===== src/rtl/game_pkg.sv =====
// Shared types and defaults for the game sequencer and its timing helpers.
package game_pkg;

  typedef enum logic [2:0] {
    S_INIT   = 3'd0,
    S_WAIT   = 3'd1,
    S_IDLE   = 3'd2,
    S_ATTACK = 3'd3,
    S_MOVE   = 3'd4,
    S_DRAW   = 3'd5
  } state_e;

  typedef enum logic [1:0] {
    DIR_UP    = 2'd0,
    DIR_DOWN  = 2'd1,
    DIR_LEFT  = 2'd2,
    DIR_RIGHT = 2'd3
  } dir_e;

  localparam int unsigned FRAME_DIV_DEFAULT = 833333;
  localparam int unsigned TIMEOUT_DEFAULT   = 1048576;
  localparam int unsigned CNT_W_DEFAULT     = 20;

endpackage


===== src/rtl/game_control_frame_ticker.sv =====
// Free-running divider: counts 0..DIV-1 and flags the last count as a one-cycle tick.
module frame_ticker
  import game_pkg::*;
#(
  parameter int unsigned DIV   = FRAME_DIV_DEFAULT,
  parameter int unsigned CNT_W = CNT_W_DEFAULT
) (
  input  logic clock,
  input  logic reset,
  output logic tick_o
);

  localparam logic [CNT_W-1:0] LAST = CNT_W'(DIV - 1);

  logic [CNT_W-1:0] cnt_q, cnt_d;

  assign tick_o = (cnt_q == LAST);
  assign cnt_d  = tick_o ? '0 : cnt_q + 1'b1;

  always_ff @(posedge clock) begin
    if (reset) cnt_q <= '0;
    else       cnt_q <= cnt_d;
  end

endmodule


===== src/rtl/game_control.sv =====
// Game sequencer: one command at a time, frame-paced key sampling, watchdog and overrun status.
module game_control
  import game_pkg::*;
#(
  parameter int unsigned FRAME_DIV = FRAME_DIV_DEFAULT,
  parameter int unsigned TIMEOUT   = TIMEOUT_DEFAULT,
  parameter int unsigned CNT_W     = CNT_W_DEFAULT
) (
  input  logic       clock,
  input  logic       reset,
  input  logic       key_attack,
  input  logic       key_up,
  input  logic       key_down,
  input  logic       key_left,
  input  logic       key_right,
  input  logic       init_done,
  input  logic       idle_done,
  input  logic       attack_done,
  input  logic       move_done,
  input  logic       draw_done,
  output logic       init,
  output logic       idle,
  output logic       attack,
  output logic       up,
  output logic       down,
  output logic       left,
  output logic       right,
  output logic       draw,
  output logic [2:0] state_dbg,
  output logic       frame_overrun,
  output logic       wdg_error
);

  localparam logic [CNT_W-1:0] WDG_LAST = CNT_W'(TIMEOUT - 1);

  state_e           state_q, state_d;
  dir_e             move_dir_q, move_dir_d;
  logic             pending_q, pending_d;
  logic             overrun_q, overrun_d;
  logic             wdg_err_q, wdg_err_d;
  logic [CNT_W-1:0] wdg_cnt_q, wdg_cnt_d;
  logic             tick;
  logic             decide;
  logic             done_match;
  logic             timeout;

  frame_ticker #(
    .DIV   (FRAME_DIV),
    .CNT_W (CNT_W)
  ) u_frame_ticker (
    .clock  (clock),
    .reset  (reset),
    .tick_o (tick)
  );

  always_comb begin
    state_d    = state_q;
    move_dir_d = move_dir_q;
    pending_d  = pending_q;
    overrun_d  = overrun_q;
    wdg_err_d  = wdg_err_q;
    decide     = 1'b0;
    done_match = 1'b0;

    case (state_q)
      S_INIT: begin
        done_match = init_done;
        if (init_done) state_d = S_DRAW;
      end
      S_WAIT: begin
        if (pending_q || tick) begin
          decide = 1'b1;
          if (key_attack) begin
            state_d = S_ATTACK;
          end else if (key_up) begin
            state_d    = S_MOVE;
            move_dir_d = DIR_UP;
          end else if (key_down) begin
            state_d    = S_MOVE;
            move_dir_d = DIR_DOWN;
          end else if (key_left) begin
            state_d    = S_MOVE;
            move_dir_d = DIR_LEFT;
          end else if (key_right) begin
            state_d    = S_MOVE;
            move_dir_d = DIR_RIGHT;
          end else begin
            state_d = S_IDLE;
          end
        end
      end
      S_IDLE: begin
        done_match = idle_done;
        if (idle_done) state_d = S_DRAW;
      end
      S_ATTACK: begin
        done_match = attack_done;
        if (attack_done) state_d = S_DRAW;
      end
      S_MOVE: begin
        done_match = move_done;
        if (move_done) state_d = S_DRAW;
      end
      S_DRAW: begin
        done_match = draw_done;
        if (draw_done) state_d = S_WAIT;
      end
      default: state_d = S_INIT;
    endcase

    // A done arriving on the timeout cycle still completes the command.
    timeout = (state_q != S_WAIT) && (wdg_cnt_q == WDG_LAST) && !done_match;
    if (timeout) begin
      state_d   = S_INIT;
      wdg_err_d = 1'b1;
    end

    if (timeout) begin
      pending_d = 1'b0;
    end else if (decide) begin
      pending_d = pending_q & tick;
    end else if (tick) begin
      if (pending_q) overrun_d = 1'b1;
      pending_d = 1'b1;
    end

    if (timeout || (state_d != state_q) || (state_q == S_WAIT)) wdg_cnt_d = '0;
    else                                                        wdg_cnt_d = wdg_cnt_q + 1'b1;
  end

  always_ff @(posedge clock) begin
    if (reset) begin
      state_q    <= S_INIT;
      move_dir_q <= DIR_UP;
      pending_q  <= 1'b0;
      overrun_q  <= 1'b0;
      wdg_err_q  <= 1'b0;
      wdg_cnt_q  <= '0;
    end else begin
      state_q    <= state_d;
      move_dir_q <= move_dir_d;
      pending_q  <= pending_d;
      overrun_q  <= overrun_d;
      wdg_err_q  <= wdg_err_d;
      wdg_cnt_q  <= wdg_cnt_d;
    end
  end

  always_comb begin
    init   = 1'b0;
    idle   = 1'b0;
    attack = 1'b0;
    up     = 1'b0;
    down   = 1'b0;
    left   = 1'b0;
    right  = 1'b0;
    draw   = 1'b0;
    case (state_q)
      S_INIT:   init   = 1'b1;
      S_IDLE:   idle   = 1'b1;
      S_ATTACK: attack = 1'b1;
      S_DRAW:   draw   = 1'b1;
      S_MOVE: begin
        case (move_dir_q)
          DIR_UP:    up    = 1'b1;
          DIR_DOWN:  down  = 1'b1;
          DIR_LEFT:  left  = 1'b1;
          DIR_RIGHT: right = 1'b1;
          default:   up    = 1'b0;
        endcase
      end
      default: init = 1'b0;
    endcase
  end

  assign state_dbg     = state_q;
  assign frame_overrun = overrun_q;
  assign wdg_error     = wdg_err_q;

endmodule


===== config.mk =====
export PLATFORM = sky130hd
export DESIGN_NAME = game_control
export DESIGN_NICKNAME = d
export VERILOG_FILES = /design/src/rtl/game_pkg.sv /design/src/rtl/game_control_frame_ticker.sv /design/src/rtl/game_control.sv
export SDC_FILE = /design/constraint.sdc
export NUM_CORES = 1
export LEC_CHECK = 0
export CAP_MARGIN = 30
export CORE_ASPECT_RATIO = 0.75
export CORE_MARGIN = 2
export CORE_UTILIZATION = 51
export CTS_CLUSTER_DIAMETER = 200
export DETAILED_ROUTE_END_ITERATION = 8
export PLACE_DENSITY = 0.76
export SLEW_MARGIN = 10
export SYNTH_ARGS = -nofsm -noshare
export SYNTH_HDL_FRONTEND = slang
export SYNTH_HIERARCHICAL = 1
export SYNTH_SLANG_ARGS = --single-unit

===== constraint.sdc =====
create_clock -name clock -period 2.44 [get_ports clock]
set_input_delay 0.488 -clock clock [delete_from_list [all_inputs] [get_ports clock]]
set_output_delay 0.488 -clock clock [all_outputs]
set_load 0.05 [all_outputs]

* Yosys cells after proc, flatten, opt, wreduce, memory -nomap -nowiden
Index checks and enable logic that the tools add are counted.
Storage, ports and cells: input port bits 12, output and inout bits 13, bits in registers 48, word-level logic and storage cells 74
Cells by class: add/subtract/negate cells 2, multiplexer cells 34, equality and inequality tests 12, reductions and logical operators 15, bitwise operators 4
Operators with widths (number):
- $add 20x1->20 const B | 2
- $eq 20x20->1 const B | 2
- $mux 3 | 12
- $pmux 3 s6 | 1
- $mux 1 | 16
- $mux 2 | 4
- $reduce_and 4->1 | 2
- $eq 3x2->1 const B | 2
- $eq 3x3->1 const B | 2
- $reduce_or 2->1 | 3
- $pmux 1 s5 | 1
- $eq 2x2->1 const B | 2
- $reduce_bool 4->1 | 1
- $eq 3x1->1 const B | 1
- $logic_not 3->1 | 1
- $logic_or 1x1->1 | 3
- $ne 3x1->1 const B | 1
- $ne 3x3->1 | 1
- $not 1->1 | 3
- $eq 2x1->1 const B | 1
- $logic_and 1x1->1 | 2
- $logic_not 2->1 | 1
- $reduce_bool 2->1 | 1
- $and 1x1->1 | 1
- $logic_not 1->1 | 1

* Longest topological paths before layout
depth in word-level cells 12, mapped depth 10, gate-level depth less buffers 9

* By module
The synthesis kept the hierarchy.
Modules (own cells, without submodules):
- game_control | cells each 179, area each 1520.2 sq um, times used 1
- frame_ticker | cells each 108, area each 964.7 sq um, times used 1

* Least setup slack after synthesis
OpenSTA, ideal clock, no wires.
path type register to output, from reg state_q[2] (netlist: state_dbg[2]), to out up, buffers on the path 1, stages on the path, launching flop included 4, arrival 2483 ps, slack -531 ps, required time 1952 ps, path through dfxtp_1 buf_2 nor3b_1 nor3b_1
Between the ends: cells in the longest elaborated chain, start to end 2
Ends and longest elaborated chain:
- start, declared | line game_control.sv:36 | state_e state_q, state_d;
- start signal, assigned | line game_control.sv:140 | state_q <= state_d;
- $eq 3x3->1 | line game_control.sv:158 | case (state_q)
- $mux 1 | line game_control.sv:158
- end, declared | line game_control.sv:24 | output logic up,
No other way between the ends.

* Worst setup path in the final report
from reg u_frame_ticker.cnt_q[18], to reg wdg_cnt_q[19]
Between the ends: cells in the longest elaborated chain, start to end 9
Ends and longest elaborated chain:
- start, declared | line game_control_frame_ticker.sv:15 | logic [CNT_W-1:0] cnt_q, cnt_d;
- start signal, assigned | line game_control_frame_ticker.sv:22 | else cnt_q <= cnt_d;
- $eq 20x20->1 | line game_control_frame_ticker.sv:17 | assign tick_o = (cnt_q == LAST);
- net tick | line game_control.sv:42 | logic tick;
- $logic_or 1x1->1 | line game_control.sv:71 | if (pending_q || tick) begin
- $mux 3 | line game_control.sv:71
- $pmux 3 s6 | line game_control.sv:65 | case (state_q)
- $mux 3 | line game_control.sv:113 | if (timeout) begin
- $ne 3x3->1 | line game_control.sv:127 | if (timeout || (state_d != state_q) || (state_q == S_WAIT)) wdg_cnt_d = '0;
- $logic_or 1x1->1 (2 in a row) | line game_control.sv:127
- $reduce_or 2->1 (no line)
- end signal, assigned | line game_control.sv:145 | wdg_cnt_q <= wdg_cnt_d;
- end, declared | line game_control.sv:41 | logic [CNT_W-1:0] wdg_cnt_q, wdg_cnt_d;
The timed path passes the listed nets, and every way through them passes these cells. A chain may end at the register's enable or synchronous reset.

==> impl_results.md <==
* Share of layout cells above drive strength 1 at 20.1%
* Worst R2R Start: u_frame_ticker/cnt_q[18]
* Detail Route Antenna Nets at 0
* Initial Util at 54.4%
* # setup viols final at 0
* Syn Area/Cell at 8.66 um^2
* Fillcell total at 357
* RSZ-0062 raised after global routing: yes
* Slowest cell on the critical path: nor4_4
* GRT Overall Usage at about a fifth
* Post-synth EDFFs at 0
* 1st-iter DRT viols at 97
* Top Ports at 25
* Post-CTS Hold Fix Bufs at 0
* TritonCTS Sinks at 48
* Clock Path Buffers at 2
* Crit Path Category: reg2reg
* Diodes inserted at 0
* Largest net degree at the start of global routing at 21
* Critical-path cell list: nor4bb_4 -> nand4b_1 -> nor4_4 -> nor2_2 -> buf_6 -> nor4_4 -> o31ai_2 -> o211ai_2 -> clkbuf_16 -> nor3_2
* Later-pin clock latency in the skew report at 300 ps
* Die width at 84.6 um
* Min Hold Slack at around 470 ps
* CTS tree: done
* Clock-pin slew on the worst setup and hold paths at 90 ps
* Area Growth Syn to Fin at 29.0%
* Post-synth top cells: dfxtp_1, nor2_1, nor3_1, xnor2_1, nand3_1
* Area of the multi-input gates at 1490 um^2
* Worst hold start: frame_overrun
* Pleak at between 1 and 1.5 nW
* CP arrival at 2570 ps
* Vias in the first global route at 2100
* Layout Utilization at around 70%
* CP Max Fanout at 5
* Die area at 5450 um^2
* H-tree depth at 2
* Worst-margin pin slew at about 560 ps
* Pwr Total at about 0.0017 W
* Post-synthesis instance total at approximately 290
* Worst slack, placed at approximately 1.5 ps
* CP startpoint: u_frame_ticker/cnt_q[18]
* Tmin final at 2380 ps
* Hold Crit Endpoint: frame_overrun
* Final Max Tran Viols at 0
* Gpl congestion at 0.794
* Clock Skew at 11.3 ps
* Clock buffer count from CTS at 5
* Flops & latches, synth at 48
* CP endpoint kind: flip-flop
* Crit path buf inv count at 2
* Final Routed Wirelength at 5.50 mm
* Dpl hpwl at 3.68 mm
* Cell mode on critical path: nor4_4
* Worst stage delay on the critical path at approximately 420 ps
* Count leader, synth: dfxtp_1
* GRT overflow at 0
* Synth warn at 6
* CP Launch Type: flip-flop
* Async S/R FF share, synth at 0%
* WP data required at 2630 ps
* Synth cell types at 49
* R2r setup slk at 60 ps
* DR vias/cell at approximately 5.7
* Initial antenna violation count at 0
* Cell Pwr Density at 516 nW/um^2
* Top cells by area, synth: dfxtp_1, xnor2_1, nor3_1, nor2_1, nand3_1
* Final Cycle Share at between 90% and 100%
* DRC errors left at 0
* Sequential area share after synthesis at 38.7%
* Critical path's top delay family: simple AND/OR/NAND/NOR gates
* Post-synth top area cell: dfxtp_1
* Worst vdd ir at roughly 0.5 mV
* Relative slew slack at between 60 and 70%
* Reg2reg end: wdg_cnt_q[19]
* PnR worst setup slack at approximately 58 ps
* Port bufs at 24
* Die H at 64.5 um
* Worst Reg-to-Reg Cells at 10
* Predominant post-synthesis flop cell: dfxtp_1
* Vias at 2222
* Num rows at 21
* Max Clk Rate at 420 MHz
* Cell area after synthesis at 2480 um^2
* Hold path depth at 2
* Register area at around 970 um^2
* Detailed-route wire length per cell at 14.1 um
* First-pass GRT wire length at a little over 9 mm
* Layout Nets at 349
* Hold Path Class: reg2reg
* Synth Net Count at 303
* Core region area at 4570 um^2
* Status: finished, final reports clean
* Root Buffer: clkbuf_8
* Router iterations before antenna repair at 4
* Top-area cell type share of the netlist area at 38.7%
* Max_cap viols at 0
* Hold Fails Final Rpt at 0
## layout make-up
type | instances | area share, %
Sequential cell | 48 | 30.2
Multi-Input combinational cell | 218 | 46.5
Tap cell | 57 | 2.23
Clock buffer | 5 | 2.15
Inverter | 13 | 1.52
Clock inverter | 3 | 1.33
Timing Repair Buffer | 47 | 16.1
## tightest hold or removal path, cell delays in order, from the launching register on
cell and delay (ps):
dfxtp_1 320, inv_1 60, a21oi_1 60
## cell usage in the layout (no fill, tap or decap), drive strengths merged, types with 2 or more instances in the layout
master / synthesis / layout
dfxtp: 48 / 48
nor2: 38 / 38
nor3: 34 / 34
buf: 8 / 27
xnor2: 23 / 23
nand3: 19 / 19
clkdlybuf4s50: 0 / 18
inv: 13 / 13
nand2: 9 / 9
a21oi: 9 / 9
nor4: 9 / 9
xor2: 8 / 8
nand4: 8 / 8
and3: 7 / 7
clkbuf: 0 / 7
mux2i: 5 / 5
o21ai: 5 / 5
nand2b: 4 / 4
and4: 4 / 4
ha: 4 / 4
or3: 4 / 4
a211oi: 3 / 3
or4: 3 / 3
o31ai: 3 / 3
or3b: 2 / 2
or2: 2 / 2
nor3b: 2 / 2
## routing by layer
layer / vias up / GRT usage, % / part of all wire (%)
li1: 1116 / - / -
met1: 1029 / 27.1 / 46
met2: 69 / 34.5 / 46
met3: 8 / 4.08 / 5.6
met4: 0 / 6.75 / 1.6
met5: - / 0 / 0
## timing repair
| item | 4_1_cts | 5_1_grt |
|---|---|---|
| pin swaps | 0 | 7 |
| gates resized for setup | 1 | 13 |
| gates cloned | 0 | 3 |
| buffers inserted | 0 | 2 |
| endpoints found under the setup margin | 7 | 29 |
## metrics by stage
step	instance area (um^2)	setup TNS, ps	instances
2_1_floorplan	2510	-58.3	287
3_3_place_gp	2960	0	378
3_5_place_dp	2960	0	378
4_1_cts	3080	0	386
5_1_grt	3200	-846	391
6_report	3200	0	391
## worst max-delay path by stage
stage                     cells past startpoint             to  slack (ps)
final                                        10  wdg_cnt_q[19]          60
after global placement                        6   state_dbg[1]         110
after CTS                                     9  wdg_cnt_q[14]          20
after floorplan                               3             up         -60
after global routing                         10   wdg_cnt_q[6]         -70
after detailed placement                      9  wdg_cnt_q[11]           2
## sequential cells by signal (all words and copies together) (netlist names)
name / flops
wdg_cnt_q: 20
wdg_error: 1
pending_q: 1
move_dir_q: 2
frame_overrun: 1
u_frame_ticker/cnt_q: 20
state_dbg: 3
## cells by family after synthesis
group,after synthesis,synth area share [%]
xor gates and xnor gates,31,10.9
adders and majority gates,4,2.01
buffers and inverters,21,4.18
AOI/OAI and AO/OA,29,8.66
DFF,48,38.7
muxes,5,2.01
and+or+nand+nor,149,33.5
## power breakdown
group,switching [W],internal (W),leakage (nW)
registers,0.0000201,0.000794,0.390
logic,0.000143,0.000130,0.634
clock network,0.000262,0.000303,0.0541
total,0.000426,0.00123,1.08
No activity file was read; power rests on OpenSTA's default activity.
